==> config.mk <==
export PLATFORM = sky130hd
export DESIGN_NAME = fifo_flops
export DESIGN_NICKNAME = d
export VERILOG_FILES = /design/src/rtl/fifo_flops.sv
export SDC_FILE = /design/constraint.sdc
export NUM_CORES = 1
export LEC_CHECK = 0
export BUFFER_PORTS_ARGS = -buffer_cell sky130_fd_sc_hd__buf_2
export CORE_MARGIN = 2
export CORE_UTILIZATION = 55
export DETAILED_ROUTE_END_ITERATION = 16
export PLACE_DENSITY = 0.79
export SYNTH_ARGS = -nofsm -noshare
export SYNTH_HDL_FRONTEND = slang
export SYNTH_SLANG_ARGS = --single-unit
==> constraint.sdc <==
create_clock -name clk -period 2.75 [get_ports clk]
set_clock_uncertainty 0.1 [all_clocks]
set_input_delay 0.1375 -clock clk [delete_from_list [all_inputs] [get_ports clk]]
set_output_delay 0.1375 -clock clk [all_outputs]
set_load 0.01 [all_outputs]
==> src/rtl/fifo_flops.sv <==
// fifo_flops: single-clock flop-based first-word-fall-through FIFO with registered occupancy count.
module fifo_flops #(
  parameter int bits  = 32,
  parameter int depth = 16
) (
  input  logic            clk,
  input  logic            rst,
  input  logic [bits-1:0] Din,
  input  logic            push,
  input  logic            pop,
  output logic [bits-1:0] Dout,
  output logic            full,
  output logic            pndng
);
  localparam int pw = (depth > 1) ? $clog2(depth) : 1;
  localparam int cw = $clog2(depth) + 1;
  logic [bits-1:0] mem [depth];
  logic [pw-1:0]   wr_ptr, rd_ptr;
  logic [cw-1:0]   count;
  logic            do_push, do_pop;
  assign full    = count == cw'(depth);
  assign pndng   = count != '0;
  assign do_pop  = pop && pndng;
  // a pop in the same cycle frees the slot, so a full FIFO still accepts the push
  assign do_push = push && (!full || do_pop);
  assign Dout    = pndng ? mem[rd_ptr] : '0;
  always_ff @(posedge clk or negedge rst) begin
    if (!rst) begin
      for (int i = 0; i < depth; i++) mem[i] <= '0;
      wr_ptr <= '0;
      rd_ptr <= '0;
      count  <= '0;
    end else begin
      if (do_push) begin
        mem[wr_ptr] <= Din;
        wr_ptr      <= (wr_ptr == pw'(depth - 1)) ? '0 : wr_ptr + pw'(1);
      end
      if (do_pop) rd_ptr <= (rd_ptr == pw'(depth - 1)) ? '0 : rd_ptr + pw'(1);
      count <= count + cw'(do_push) - cw'(do_pop);
    end
  end
endmodule

==> impl_summary.md <==
Status
The run finished, with violations left. The checks that failed: hold timing, setup timing.

Floorplan
Once the floorplan was initialized, standard cells occupied 55.9% of the core. The initialized floorplan defines 76 standard-cell rows. In this run the count of I/O pins placed on the die edge is 70. The floorplan step defined a die boundary enclosing 0.0456 mm^2. The placeable core area is 0.0433 mm^2. Measured along the y axis, the die boundary spans 214 um. In this run the horizontal extent of the chip is 214 um.

Critical path
The critical path required time is 2.51 ns. The worst stage delay on the critical path is 0.50 ns. The critical path contains buffers and inverters numbering 5 combined. The worst setup path is captured at a primary output. The depth of the most critical reg-to-reg path is 13. The kind of launch point of the worst setup path is a flip-flop. In this run the critical register-to-register path is launched from count[3]. The arrival time at the worst endpoint is 2.62 ns. The internal reg-to-reg setup slack is 0.01 ns.

The destination of the worst register-to-register timing path is count[4]. The critical path is of the flip-flop to primary output type. In this run the worst path has a maximum fanout of 5. The signal on the critical path passes through inv_2 > ha_4 > or4b_4 > buf_12 > nand3b_4 > buf_8 > buf_12 > o221ai_4 > buf_6.

By instance count, the cell type seen most on the critical path is sky130_fd_sc_hd__buf_12. The slowest cell on the critical path is sky130_fd_sc_hd__or4b_4. The kind of cell with the highest combined delay along the critical path is buffers and inverters.

Global route
The global route total overflow is 0. The initial antenna violation count is 1. The first global-routing pass estimated 90900 um of wire. Global routing used 26.7% of the available tracks. The via count of the first global-routing pass is 15100. Entering global routing, the biggest net connects 75 pins.

Drt
The number of iterations in the first detailed-routing pass is 4. After detailed routing, the average wire length per cell comes to 25.8 um. The vias per cell is 6.17. The via total after detailed routing is 14000. The DRC violations left is 0. The residual antenna-violating net count after detailed routing is 0. The number of violations reported at the end of detailed-routing iteration 0 is 1063. The post-detailed-routing wire length is 58400 um.

Finish
At the end of the flow, the number of nets in the layout was 1686. The final standard cell count with taps included and fillers excluded is 2265. The sequential standard cell area is 0.0131 mm^2. Compared with the post-synthesis result, the final layout area differs by 19.7%. After routing the design area is 0.0289 mm^2.

In the layout the commonest cells are sky130_fd_sc_hd__dfrtp_1 (522), sky130_fd_sc_hd__mux2_2 (478), sky130_fd_sc_hd__mux4_2 (128). In the final layout, the multi-input gates occupy 0.0108 mm^2. The share of final-layout standard cells stronger than drive strength 1 is 57.5%. The most frequent standard cell in the layout excluding fill and tap cells is sky130_fd_sc_hd__dfrtp_1. The number of fillers in the final layout is 2811.

Power and ir drop
Across the VDD grid, the largest voltage drop is 0.710 mV. The leakage power total is 12.7 nW. The post-route total power is 37.4 mW.

The power density relative to cell area is 1290 mW/mm^2.

Flow run
The max-capacitance violation count is 0.

Timing
The hold violation count in the final report was 10. Setup repair after global routing could not meet its margin everywhere. Across all hold checks on the routed design, the worst slack comes to -0.0236 ns. The worst pin sits at a relative slew slack of 51.8%. The final count of negative-setup-slack endpoints is 32.

The worst-margin pin slew is 0.723 ns. The setup slack of the critical path after layout is -0.106 ns. The max-slew violation count was 0. Dividing the final minimum period by the clock period gives 104%.

Counting I/O delays and the setup requirement, the final critical path takes 2.86 ns. The timing-limited maximum frequency is 350 MHz.

Yosys
During synthesis, Yosys emitted a total of 0 warnings. After synthesis, the cell types taking the most area are sky130_fd_sc_hd__dfrtp_1 (54%), sky130_fd_sc_hd__mux2_2 (22%), sky130_fd_sc_hd__mux4_2 (12%). The share of the synthesized area in the top cell type is 54.3%. The number of synthesized register bits is 525. The netlist area before placement is 0.0242 mm^2. Sequential cells were found to cover 54.3% of the synthesized design area. Synthesis instantiated 42 different standard cells from the library. The post-synthesis cell count is 1504.

Counting every net in the synthesized netlist gives 1552. The biggest area contributor in the post-synthesis netlist is sky130_fd_sc_hd__dfrtp_1. The per-instance average area after synthesis is 16.1 um^2.

Placement
The post-detailed-placement half-perimeter wirelength is 32500 um. Port buffering added 69 buffers. The placed instance count is 2097. The routability-driven placement congestion ratio is 0.778. In this run the cell area measured after placement is 0.0256 mm^2.

Clocking
The latest clock arrival within the worst-skew pair is 0.62 ns. Counting along the longest clock path gives a buffer depth of 3. Buffers inserted during clock tree synthesis total 54. The root buffer cell chosen for the clock tree is sky130_fd_sc_hd__clkbuf_16.

The clock sink count is 525. The clock slew at the register clock pins of the worst setup and hold paths is 0.07 ns. The clock tree from TritonCTS is built. The H-tree was split into 2 levels.

Min path
The class of the worst hold path is primary input to asynchronous set/reset pin.
==> power by group <==
group,internal [mW],switching (mW)
sequential,11.5,2.00
combinational,9.20,6.88
clock,4.72,3.11
==> synthesized netlist by cell type <==
library cell                  n
sky130_fd_sc_hd__ha_1        11
sky130_fd_sc_hd__nand2_1      1
sky130_fd_sc_hd__o2111ai_1    1
sky130_fd_sc_hd__or4_1        1
sky130_fd_sc_hd__o2111ai_4    6
sky130_fd_sc_hd__and2_1       2
sky130_fd_sc_hd__o21ai_0      1
sky130_fd_sc_hd__nand4b_1     2
sky130_fd_sc_hd__mux2i_1     32
sky130_fd_sc_hd__buf_4       37
sky130_fd_sc_hd__o211ai_2     4
sky130_fd_sc_hd__mux4_2     128
sky130_fd_sc_hd__xnor2_1      3
sky130_fd_sc_hd__dfrtp_1    525
sky130_fd_sc_hd__o221ai_1    32
sky130_fd_sc_hd__and2b_2      1
sky130_fd_sc_hd__o21bai_1     1
sky130_fd_sc_hd__o21ai_2      2
sky130_fd_sc_hd__o2111ai_2    4
sky130_fd_sc_hd__nand4bb_1    1
sky130_fd_sc_hd__fa_1         1
sky130_fd_sc_hd__xor2_1       3
sky130_fd_sc_hd__o2bb2ai_1    2
sky130_fd_sc_hd__nor4bb_1     1
sky130_fd_sc_hd__a21oi_1      4
sky130_fd_sc_hd__clkbuf_1    50
sky130_fd_sc_hd__buf_1        4
sky130_fd_sc_hd__mux2_2     478
sky130_fd_sc_hd__mux2_1      38
sky130_fd_sc_hd__o211ai_1     1
sky130_fd_sc_hd__nand3b_2     1
sky130_fd_sc_hd__nand2b_1     1
sky130_fd_sc_hd__and4b_1      1
sky130_fd_sc_hd__buf_2       40
sky130_fd_sc_hd__nand3_1     33
sky130_fd_sc_hd__a21o_1       2
sky130_fd_sc_hd__buf_6        3
sky130_fd_sc_hd__inv_1       42
sky130_fd_sc_hd__and3_1       1
sky130_fd_sc_hd__nor2b_1      1
sky130_fd_sc_hd__or4b_1       1
sky130_fd_sc_hd__a31oi_1      1
==> routing by layer <==
layer | wire length [um] | vias to the layer above | GRT usage [%]
li1 | - | 5916 | -
met1 | 25000 | 7610 | 37.2
met2 | 28800 | 355 | 43.3
met3 | 2950 | 101 | 4.36
met4 | 1700 | 0 | 8.64
met5 | 0 | - | 0
==> timing repair <==
item                       in CTS  in global routing
gates cloned                   10                  1
hold buffers                   35                  0
resized for setup              88                 23
setup endpoints to repair      35                 34
hold endpoints to repair     1042                  0
pin swaps                      16                 13
buffers inserted               22                  4
==> layout make-up <==
class                      instances  area share (%)
sequential                       525            45.4
clock buffer                      76            5.41
clock inverter                    21            1.21
multi-input combinational        803            37.2
inverter                          42           0.545
tap                              585            2.53
timing repair buffer             212            7.69
antenna                            1         0.00865
==> sequential cells by signal (all words and copies together) (netlist names) <==
signal  count
mem       512
count       5
rd_ptr      4
wr_ptr      4
==> through the flow <==
step	TNS (ns)	worst slack, ns	utilization, %
after floorplan	0	0.0182	-
final	-1.78	-0.106	66.9
after detailed placement	-0.0459	-0.0459	59.1
after global placement	-0.0249	-0.0249	59.1
after CTS	-0.755	-0.0578	66.5
after global routing	-3.47	-0.147	66.9
==> worst max path at each step <==
| stage | startpoint | endpoint | slack [ns] | cells past startpoint |
|---|---|---|---|---|
| 2_1_floorplan | count[3] | count[4] | 0.02 | 13 |
| 3_3_place_gp | count[2] | count[4] | -0.02 | 12 |
| 3_5_place_dp | count[2] | count[4] | -0.05 | 12 |
| 4_1_cts | count[2] | Dout[3] | -0.06 | 9 |
| 5_1_grt | count[3] | Dout[2] | -0.15 | 9 |
| 6_report | count[3] | Dout[5] | -0.11 | 9 |
==> cell families after synthesis <==
| family | count (synthesis) | synth area share, % |
|---|---|---|
| multiplexers | 676 | 37.3 |
| flip-flops | 525 | 54.3 |
| buffers and inverters | 176 | 3.61 |
| AO/OA/AOI/OAI | 61 | 2.70 |
| AND/OR/NAND/NOR | 48 | 1.19 |
| adder cells (fa/ha/maj) | 12 | 0.652 |
| XOR/XNOR | 6 | 0.217 |
(Power assumes the default switching activity.)
